### config.mk
export PLATFORM = sky130hd
export DESIGN_NAME = spi_tx_arbiter
export DESIGN_NICKNAME = d
export VERILOG_FILES = /design/src/rtl/vox_pkg.sv /design/src/rtl/spi_req_slot.sv /design/src/rtl/spi_tx_arbiter.sv
export SDC_FILE = /design/constraint.sdc
export NUM_CORES = 1
export LEC_CHECK = 0
export BUFFER_PORTS_ARGS = -buffer_cell sky130_fd_sc_hd__clkbuf_2
export CORE_UTILIZATION = 30
export DETAILED_ROUTE_END_ITERATION = 8
export SKIP_CTS_REPAIR_TIMING = 1
export SYNTH_ARGS = -nofsm -noshare
export SYNTH_HDL_FRONTEND = slang
export SYNTH_SLANG_ARGS = --single-unit
### constraint.sdc
create_clock -name clk -period 3.82 [get_ports clk]
set_input_delay 0.573 -clock clk [delete_from_list [all_inputs] [get_ports clk]]
set_output_delay 0.573 -clock clk [all_outputs]
set_load 0.005 [all_outputs]
### src/rtl/vox_pkg.sv
// Shared encodings for the SPI transmit arbiter: owner codes, FSM states
// and the default starvation and lock-timeout limits.
package vox_pkg;

    localparam int BYTE_W           = 8;
    localparam int STARVE_LIMIT_DEF = 4;
    localparam int LOCK_TIMEOUT_DEF = 1024;

    typedef enum logic [1:0] {
        OWNER_NONE  = 2'd0,
        OWNER_AUDIO = 2'd1,
        OWNER_CFG   = 2'd2
    } owner_t;

    typedef enum logic [1:0] {
        ST_IDLE      = 2'd0,
        ST_ISSUE     = 2'd1,
        ST_WAIT_ACK  = 2'd2,
        ST_WAIT_DONE = 2'd3
    } arb_state_t;

endpackage

### src/rtl/spi_req_slot.sv
// One-byte request slot: holds a requester's byte until the arbiter retires
// it, and flags any start that arrives while the slot is still occupied.
module spi_req_slot
    import vox_pkg::*;
(
    input  logic              i_clk,
    input  logic              i_rst,
    input  logic              i_start,
    input  logic [BYTE_W-1:0] i_data,
    input  logic              i_clear,
    output logic              o_pending,
    output logic [BYTE_W-1:0] o_data,
    output logic              o_overrun
);

    logic              r_pending;
    logic [BYTE_W-1:0] r_data;
    logic              r_overrun;
    logic              w_accept;

    // A start landing on the same edge the held byte retires is a reload.
    assign w_accept = i_start && (!r_pending || i_clear);

    always_ff @(posedge i_clk) begin
        if (i_rst) begin
            r_pending <= 1'b0;
            r_data    <= '0;
            r_overrun <= 1'b0;
        end else begin
            if (w_accept) begin
                r_pending <= 1'b1;
                r_data    <= i_data;
            end else if (i_clear) begin
                r_pending <= 1'b0;
            end
            if (i_start && !w_accept) begin
                r_overrun <= 1'b1;
            end
        end
    end

    assign o_pending = r_pending;
    assign o_data    = r_data;
    assign o_overrun = r_overrun;

endmodule

### src/rtl/spi_tx_arbiter.sv
// Arbitrates an audio and a config byte requester onto one SPI byte engine,
// with frame locks, config anti-starvation and a lock watchdog.
module spi_tx_arbiter
    import vox_pkg::*;
#(
    parameter int STARVE_LIMIT = STARVE_LIMIT_DEF,
    parameter int LOCK_TIMEOUT = LOCK_TIMEOUT_DEF
) (
    input  logic       clk,
    input  logic       rst,
    input  logic       a_tx_start,
    input  logic [7:0] a_tx_data,
    input  logic       a_lock,
    output logic       a_tx_busy,
    input  logic       b_tx_start,
    input  logic [7:0] b_tx_data,
    input  logic       b_lock,
    output logic       b_tx_busy,
    output logic       spi_tx_start,
    output logic [7:0] spi_tx_data,
    input  logic       spi_tx_busy,
    output logic [1:0] owner,
    output logic       a_overrun,
    output logic       b_overrun,
    output logic       lock_err
);

    localparam int SW = $clog2(STARVE_LIMIT + 1);
    localparam int LW = $clog2(LOCK_TIMEOUT + 1);
    localparam logic [SW-1:0] STARVE_MAX = SW'(STARVE_LIMIT);
    localparam logic [LW-1:0] LOCK_LAST  = LW'(LOCK_TIMEOUT - 1);

    arb_state_t  r_state;
    owner_t      r_owner;
    logic        r_spiStart;
    logic [7:0]  r_spiData;
    logic        r_lockErr;
    logic [SW-1:0] r_starveCnt;
    logic [LW-1:0] r_lockCnt;
    logic        r_aLockIgn;
    logic        r_bLockIgn;

    logic        w_aPending, w_bPending;
    logic [7:0]  w_aData, w_bData;
    logic        w_aOverrun, w_bOverrun;
    logic        w_byteDone, w_aClear, w_bClear;
    logic        w_aLockEff, w_bLockEff;
    logic        w_aElig, w_bElig, w_pickCfg, w_grant;
    logic        w_ownerLocked, w_ownerPending, w_lockCount, w_timeout;

    spi_req_slot u_aSlot (
        .i_clk     (clk),
        .i_rst     (rst),
        .i_start   (a_tx_start),
        .i_data    (a_tx_data),
        .i_clear   (w_aClear),
        .o_pending (w_aPending),
        .o_data    (w_aData),
        .o_overrun (w_aOverrun)
    );

    spi_req_slot u_bSlot (
        .i_clk     (clk),
        .i_rst     (rst),
        .i_start   (b_tx_start),
        .i_data    (b_tx_data),
        .i_clear   (w_bClear),
        .o_pending (w_bPending),
        .o_data    (w_bData),
        .o_overrun (w_bOverrun)
    );

    // The current owner is always the requester whose byte is in flight.
    assign w_byteDone = (r_state == ST_WAIT_ACK || r_state == ST_WAIT_DONE) && !spi_tx_busy;
    assign w_aClear   = w_byteDone && (r_owner == OWNER_AUDIO);
    assign w_bClear   = w_byteDone && (r_owner == OWNER_CFG);

    assign w_aLockEff = a_lock && !r_aLockIgn;
    assign w_bLockEff = b_lock && !r_bLockIgn;

    assign w_aElig   = w_aPending && !(r_owner == OWNER_CFG   && w_bLockEff);
    assign w_bElig   = w_bPending && !(r_owner == OWNER_AUDIO && w_aLockEff);
    assign w_pickCfg = w_bElig && (!w_aElig || (r_starveCnt >= STARVE_MAX));
    assign w_grant   = (r_state == ST_IDLE) && (w_aElig || w_bElig);

    assign w_ownerLocked  = (r_owner == OWNER_AUDIO && w_aLockEff) ||
                            (r_owner == OWNER_CFG   && w_bLockEff);
    assign w_ownerPending = (r_owner == OWNER_AUDIO && w_aPending) ||
                            (r_owner == OWNER_CFG   && w_bPending);
    assign w_lockCount    = (r_state == ST_IDLE) && w_ownerLocked && !w_ownerPending;
    assign w_timeout      = w_lockCount && (r_lockCnt == LOCK_LAST);

    always_ff @(posedge clk) begin
        if (rst) begin
            r_state    <= ST_IDLE;
            r_owner    <= OWNER_NONE;
            r_spiStart <= 1'b0;
            r_spiData  <= '0;
            r_lockErr  <= 1'b0;
        end else begin
            r_spiStart <= 1'b0;
            r_spiData  <= '0;
            case (r_state)
                ST_IDLE: begin
                    if (w_aElig || w_bElig) begin
                        r_state    <= ST_ISSUE;
                        r_spiStart <= 1'b1;
                        if (w_pickCfg) begin
                            r_owner   <= OWNER_CFG;
                            r_spiData <= w_bData;
                        end else begin
                            r_owner   <= OWNER_AUDIO;
                            r_spiData <= w_aData;
                        end
                    end else if (w_timeout) begin
                        r_owner   <= OWNER_NONE;
                        r_lockErr <= 1'b1;
                    end else if (!w_ownerLocked) begin
                        r_owner <= OWNER_NONE;
                    end
                end
                ST_ISSUE: begin
                    r_state <= ST_WAIT_ACK;
                end
                ST_WAIT_ACK: begin
                    r_state <= spi_tx_busy ? ST_WAIT_DONE : ST_IDLE;
                end
                ST_WAIT_DONE: begin
                    if (!spi_tx_busy) begin
                        r_state <= ST_IDLE;
                    end
                end
                default: begin
                    r_state <= ST_IDLE;
                end
            endcase
        end
    end

    always_ff @(posedge clk) begin
        if (rst || !w_bPending) begin
            r_starveCnt <= '0;
        end else if (w_grant) begin
            if (w_pickCfg) begin
                r_starveCnt <= '0;
            end else if (r_starveCnt < STARVE_MAX) begin
                r_starveCnt <= r_starveCnt + 1'b1;
            end
        end
    end

    always_ff @(posedge clk) begin
        if (rst || !w_lockCount || w_timeout) begin
            r_lockCnt <= '0;
        end else begin
            r_lockCnt <= r_lockCnt + 1'b1;
        end
    end

    // A lock released by the watchdog stays ignored until the requester drops it.
    always_ff @(posedge clk) begin
        if (rst) begin
            r_aLockIgn <= 1'b0;
            r_bLockIgn <= 1'b0;
        end else begin
            if (!a_lock) begin
                r_aLockIgn <= 1'b0;
            end else if (w_timeout && r_owner == OWNER_AUDIO) begin
                r_aLockIgn <= 1'b1;
            end
            if (!b_lock) begin
                r_bLockIgn <= 1'b0;
            end else if (w_timeout && r_owner == OWNER_CFG) begin
                r_bLockIgn <= 1'b1;
            end
        end
    end

    assign a_tx_busy    = w_aPending;
    assign b_tx_busy    = w_bPending;
    assign spi_tx_start = r_spiStart;
    assign spi_tx_data  = r_spiData;
    assign owner        = r_owner;
    assign a_overrun    = w_aOverrun;
    assign b_overrun    = w_bOverrun;
    assign lock_err     = r_lockErr;

endmodule

After elaboration in Yosys (flattened, before gate mapping)
Cells that the tools add are included.
{"block": "op_classes", "n_addsub": 2, "n_lt_le_gt_ge": 2, "eq_ne": 9, "mux": 16, "n_bitwise": 4, "n_reduce_logical": 56}
{"cell": "$logic_and 1x1->1", "count": 22}
{"cell": "$mux 2", "count": 7}
{"cell": "$logic_not 1->1", "count": 12}
{"cell": "$add 11x1->11 const B", "count": 1}
{"cell": "$eq 11x10->1 const B", "count": 1}
{"cell": "$logic_or 1x1->1", "count": 10}
{"cell": "$mux 8", "count": 1}
{"cell": "$pmux 2 s4", "count": 1}
{"cell": "$eq 2x2->1 const B", "count": 3}
{"cell": "$mux 3", "count": 2}
{"cell": "$reduce_and 2->1", "count": 3}
{"cell": "$reduce_bool 2->1", "count": 3}
{"cell": "$reduce_or 2->1", "count": 3}
{"cell": "$mux 1", "count": 5}
{"cell": "$eq 2x1->1 const B", "count": 2}
{"cell": "$not 1->1", "count": 4}
{"cell": "$add 3x1->3 const B", "count": 1}
{"cell": "$ge 3x3->1 const B", "count": 1}
{"cell": "$lt 3x3->1 const B", "count": 1}
{"cell": "$ne 3x1->1 const B", "count": 1}
{"cell": "$reduce_and 3->1", "count": 1}
{"cell": "$reduce_or 3->1", "count": 1}
{"cell": "$logic_not 2->1", "count": 1}
{"cell": "$ne 2x1->1 const B", "count": 1}
{"cell": "$ne 2x2->1 const B", "count": 1}
{"block": "word_totals", "regBits": 50, "input_bits": 23, "out_inout_bits": 16, "word_cells": 104}

Depth between registers and ports, before layout
{"block": "logic_depth", "depth_word": 10, "mapped_depth": 5, "mapped_depth_nobuf": 5}

Cells and area by module
Synthesis repeated with hierarchy kept, for this count alone.
{"block": "hier_totals", "hier_cells": 225, "hier_area_um2": 2194.6}
{"module": "spi_tx_arbiter", "n_inst": 1, "cells_per_inst": 141, "area_per_inst_um2": 1323.8, "seq_area_each_um2": 600.6}
{"module": "spi_req_slot", "n_inst": 2, "cells_per_inst": 42, "area_per_inst_um2": 435.4, "seq_area_each_um2": 200.2}

Worst setup path after synthesis
Ideal clock, no wire load.
{"block": "synth_timing", "kind": "input port to flip-flop", "startpoint": "input port b_lock", "endpoint": "register r_state[0]", "setup_time_ps": 149, "t_arrival_ps": 1602, "path_slack_ps": 2069, "path_stages": 4, "path_buffers": 0, "path_cell_list": "nor4bb_1 > nor2_1 > o21ai_1 > o21ai_0"}
{"block": "synth_via", "elab_chain_cells": 7}
{"item": "from (decl)", "line_no": "spi_tx_arbiter.sv:17", "text": "input logic b_lock,"}
{"item": "$logic_and 1x1->1", "line_no": "spi_tx_arbiter.sv:79", "text": "assign w_bLockEff = b_lock && !r_bLockIgn;"}
{"item": "$logic_and 1x1->1", "line_no": "spi_tx_arbiter.sv:81", "text": "assign w_aElig = w_aPending && !(r_owner == OWNER_CFG && w_bLockEff);"}
{"item": "$logic_not 1->1", "line_no": "spi_tx_arbiter.sv:81"}
{"item": "$logic_and 1x1->1", "line_no": "spi_tx_arbiter.sv:81"}
{"item": "$logic_or 1x1->1", "line_no": "spi_tx_arbiter.sv:105", "text": "if (w_aElig || w_bElig) begin"}
{"item": "$ne 2x1->1 (no source line)"}
{"item": "$reduce_and 2->1 (no source line)"}
{"item": "to (signal assigned)", "line_no": "spi_tx_arbiter.sv:126", "text": "r_state <= spi_tx_busy ? ST_WAIT_DONE : ST_IDLE;"}
{"item": "to (decl)", "line_no": "spi_tx_arbiter.sv:33", "text": "arb_state_t r_state;"}
No other way between the ends.
A chain may end at the register's enable or synchronous reset.

Worst setup path after layout
{"block": "layout_timing", "startpoint": "register r_owner[1], in the netlist owner[1]", "endpoint": "register r_state[0]"}
{"block": "layout_via", "elab_chain_cells": 7, "word_cells_on_any_way": 11}
{"item": "from (decl)", "line_no": "spi_tx_arbiter.sv:34", "text": "owner_t r_owner;"}
{"item": "from (signal assigned)", "line_no": "spi_tx_arbiter.sv:96", "text": "r_owner <= OWNER_NONE;"}
{"item": "from (signal assigned)", "line_no": "spi_tx_arbiter.sv:109", "text": "r_owner <= OWNER_CFG;"}
{"item": "from (signal assigned)", "line_no": "spi_tx_arbiter.sv:112", "text": "r_owner <= OWNER_AUDIO;"}
{"item": "$eq 2x2->1 / $eq 2x1->1 (equally long branches)", "line_no": "spi_tx_arbiter.sv:81, spi_tx_arbiter.sv:82"}
{"item": "$logic_and 1x1->1 (on tied branches)", "line_no": "spi_tx_arbiter.sv:81, spi_tx_arbiter.sv:82"}
{"item": "$logic_not 1->1 (on tied branches)", "line_no": "spi_tx_arbiter.sv:81, spi_tx_arbiter.sv:82"}
{"item": "$logic_and 1x1->1 (on tied branches)", "line_no": "spi_tx_arbiter.sv:81, spi_tx_arbiter.sv:82"}
{"item": "$logic_or 1x1->1 (*)", "line_no": "spi_tx_arbiter.sv:105"}
{"item": "$ne 2x1->1 (no source line) (*)"}
{"item": "$reduce_and 2->1 (no source line) (*)"}
Mark *: on every way between the ends. The rest lies on a longest branch, timed or not.

==> qor.yml <==
status:
  status: "completed"
logic_synthesis:
  yosys.area_share.xor_xnor: 0.03520
  synthesized_area_fraction_occupied_by_ao_oa_aoi_and_oai_cells: 0.08234
  synth.area.mux_share: 0.1207
  sequential_element_share_of_the_synthesized_area: 0.5028
  yosys_warnings: 0
  synth_simple_gate_area_share: 0.2231
  post_synth.cell_area_avg_um2: 9.479
  combined_area_of_all_synthesized_cells_um2: 1991
  postSynthRegisterBits: 50
  synth_fp_nets: 235
  synthCells: 210
  yosysUniqueCellTypes: 33
  synth_top_family_by_area: "simple AND/OR/NAND/NOR gates"
  adder_cell_area_share_of_the_yosys_netlist: 0.01257
clock_tree:
  clock-root-buffer: "sky130_fd_sc_hd__clkbuf_8"
  cts.sinks: 50
  cts.htree.levels: 2
  tritoncts.num_buffers: 5
  cts_tree: "built"
  clock_latency_ps: 310
  cts.clk_slew.worst_paths_ps: 90
  clock_tree.buffer_depth: 2
global_route:
  grt_usage: 0.1266
  grt_overflow: 0
  antenna_found_initial: 0
  grt_first_pass_wirelength_um: 7093
  number_of_global_route_vias_before_repair: 1580
  grt_max_degree: 33
floorplan:
  chipWidth_um: 83.46
  chipHeight_um: 83.46
  rows: 29
  core_area_um2: 6386
  design.die.area_um2: 6966
  floorplan.initialDensity: 0.3117
  io-pin-count: 39
timing:
  fmax_mhz: 470.4
  timing.final.crit_period_ps: 2126
  clock_skew_ps: 12.54
  final_min_period_over_clock_period: 0.5565
  timing_worst_slew_pin_value_ps: 1073
  setup-violations-final: 0
  max_slew_margin: 0.2838
  timing.final.hold_violations: 0
  final.setup.tns_ps: 0
  finalHoldWorstSlack_ps: 455.5
  rsz0062_at_grt: "false"
  final-max-slew-violation-count: 0
drt:
  detail_route.wl_per_cell_um: 12.40
  detail_route.first_pass.iterations: 4
  detail-route-antenna-nets: 0
  drt-initial-drc-count: 52
  routed-via-count: 1542
  route.detailed.vias_per_inst: 4.716
  drt_wl_total_um: 4056
  drc: 0
critical_path:
  critical_path_required_ps: 3980
  arrival_ps: 2280
  critical_path_class: "reg2reg"
  worstPathMaxFanout: 10
  worst_setup_path_end_kind: "flip-flop"
  critPathLaunchType: "flip-flop"
cells_and_area:
  finalNetCount: 274
  antennaDiodeCount: 0
  post_route_cells_drive_above_1_share: 0.2080
  syn_to_final_growth_pct: 19.42
pwr:
  overall_power_consumption_mw: 1.050
  p_leak_nw: 0.9962
  ir_worst_vdd_v: 0.0001964
  powerDensity_nw_per_um2: 441.8
placed_design:
  gp_congestion: 0.7767
  place_hpwl_um: 2906
  portbufs: 38
run:
  max_cap_violations: 0
hold_path:
  hold_class: "reg2reg"
[state kept, by name, indices dropped and copies added (netlist names)]
name and flops:
r_lockCnt 11, spi_tx_data 8, u_aSlot.o_data 8, u_bSlot.o_data 8, r_starveCnt 3, owner 2
r_state 2, lock_err 1, r_aLockIgn 1, r_bLockIgn 1, spi_tx_start 1, u_aSlot.o_overrun 1
u_aSlot.o_pending 1, u_bSlot.o_overrun 1, u_bSlot.o_pending 1
[synthesized netlist by cell type]
master | instances | area, um2
sky130_fd_sc_hd__o311ai_1 | 1 | 8.760
sky130_fd_sc_hd__clkbuf_1 | 5 | 18.77
sky130_fd_sc_hd__a21oi_1 | 5 | 25.02
sky130_fd_sc_hd__or4_1 | 1 | 7.510
sky130_fd_sc_hd__a222oi_1 | 1 | 10.01
sky130_fd_sc_hd__nand2_1 | 8 | 30.03
sky130_fd_sc_hd__o31ai_1 | 1 | 7.510
sky130_fd_sc_hd__nor2_1 | 44 | 165.2
sky130_fd_sc_hd__o31a_1 | 1 | 8.760
sky130_fd_sc_hd__mux2i_1 | 24 | 240.2
sky130_fd_sc_hd__dfxtp_1 | 50 | 1001
sky130_fd_sc_hd__nand3b_1 | 4 | 30.03
sky130_fd_sc_hd__ha_1 | 2 | 25.02
sky130_fd_sc_hd__a31o_2 | 2 | 17.52
sky130_fd_sc_hd__nand4b_1 | 1 | 8.760
sky130_fd_sc_hd__a31oi_1 | 4 | 25.02
sky130_fd_sc_hd__xnor2_1 | 6 | 52.55
sky130_fd_sc_hd__nand3_1 | 10 | 50.05
sky130_fd_sc_hd__o21ai_1 | 3 | 15.01
sky130_fd_sc_hd__a311oi_1 | 1 | 8.760
sky130_fd_sc_hd__and2_1 | 1 | 6.260
sky130_fd_sc_hd__nand3_2 | 1 | 10.01
sky130_fd_sc_hd__nand4_1 | 1 | 6.260
sky130_fd_sc_hd__nor3_1 | 6 | 30.03
sky130_fd_sc_hd__buf_2 | 1 | 5.000
sky130_fd_sc_hd__nor2b_1 | 4 | 25.02
sky130_fd_sc_hd__xor2_1 | 2 | 17.52
sky130_fd_sc_hd__nor4bb_1 | 4 | 40.04
sky130_fd_sc_hd__nand4bb_1 | 2 | 22.52
sky130_fd_sc_hd__o21ai_0 | 4 | 20.02
sky130_fd_sc_hd__nand2b_1 | 2 | 12.51
sky130_fd_sc_hd__inv_1 | 6 | 22.52
sky130_fd_sc_hd__o21ai_2 | 2 | 17.52
[metrics by stage]
stage          worst slack, ps  instance area, um2  utilization  std cells
2_1_floorplan             2069                1991            -        210
3_3_place_gp              1545                2261       0.3540        319
3_5_place_dp              1455                2261       0.3540        319
4_1_cts                   1668                2377       0.3723        327
5_1_grt                   1382                2377       0.3723        327
6_report                  1694                2377       0.3723        327
[layout by cell type, fill, tap and decap left out, types with 2 or more instances in the layout]
cell type                   netlist  final
sky130_fd_sc_hd__clkbuf_2         0     38
sky130_fd_sc_hd__a31o_2           2      2
sky130_fd_sc_hd__nand2_1          8      8
sky130_fd_sc_hd__nand2b_1         2      2
sky130_fd_sc_hd__dfxtp_1         50     50
sky130_fd_sc_hd__o21ai_1          3      3
sky130_fd_sc_hd__nand4bb_1        2      2
sky130_fd_sc_hd__ha_1             2      2
sky130_fd_sc_hd__clkbuf_8         0      5
sky130_fd_sc_hd__mux2i_1         24     24
sky130_fd_sc_hd__a31oi_1          4      4
sky130_fd_sc_hd__nor2b_1          4      4
sky130_fd_sc_hd__xor2_1           2      2
sky130_fd_sc_hd__nand3b_1         4      4
sky130_fd_sc_hd__a21oi_1          5      5
sky130_fd_sc_hd__xnor2_1          6      6
sky130_fd_sc_hd__nor2_1          44     44
sky130_fd_sc_hd__inv_1            6      6
sky130_fd_sc_hd__nor3_1           6      6
sky130_fd_sc_hd__nand3_1         10     10
sky130_fd_sc_hd__o21ai_2          2      2
sky130_fd_sc_hd__nor4bb_1         4      4
sky130_fd_sc_hd__o21ai_0          4      4
[per-layer routing]
| layer | GRT usage | up-vias | share of wire |
|---|---|---|---|
| li1 | - | 809 | - |
| met1 | 0.1599 | 698 | 0.50 |
| met2 | 0.2116 | 30 | 0.45 |
| met3 | 0.02572 | 5 | 0.029 |
| met4 | 0.05085 | 0 | 0.015 |
| met5 | 0 | - | 0 |
[critical path: stages (launching register included)]
cell                       delay (ps)
sky130_fd_sc_hd__dfxtp_1          510
sky130_fd_sc_hd__nor4bb_1         510
sky130_fd_sc_hd__nor2_1           140
sky130_fd_sc_hd__o21ai_1          630
sky130_fd_sc_hd__o21ai_0          170
[kinds of logic after synthesis]
kind of cell             Yosys count
AO/OA/AOI/OAI                     25
XOR/XNOR                           8
adder cells (fa/ha/maj)            2
buffers and inverters             12
flip-flops                        50
multiplexers                      24
AND/OR/NAND/NOR                   89
[worst paths after layout]
path              cells after the start    endpoint      from  slack, ps
setup reg to reg                      4  r_state[0]  owner[1]       1690
setup / recovery                      4  r_state[0]  owner[1]       1690
hold / removal                        2    lock_err  lock_err        460
hold reg to reg                       2    lock_err  lock_err        460
[where the power goes]
part | internal, mW | total (mW) | switching, mW
clock | 0.199 | 0.383 | 0.185
combinational | 0.0483 | 0.104 | 0.0561
sequential | 0.543 | 0.563 | 0.0198
[final cells by class]
cell class,instances,area [um2]
sequential,50,1001
fill,674,4009
inverter,6,22.52
timing repair buffer,38,190.2
tap,77,96.34
multi-input combinational,148,950.9
clock buffer,5,68.82
clock inverter,3,47.55
Power figures use the tool's default switching activity.
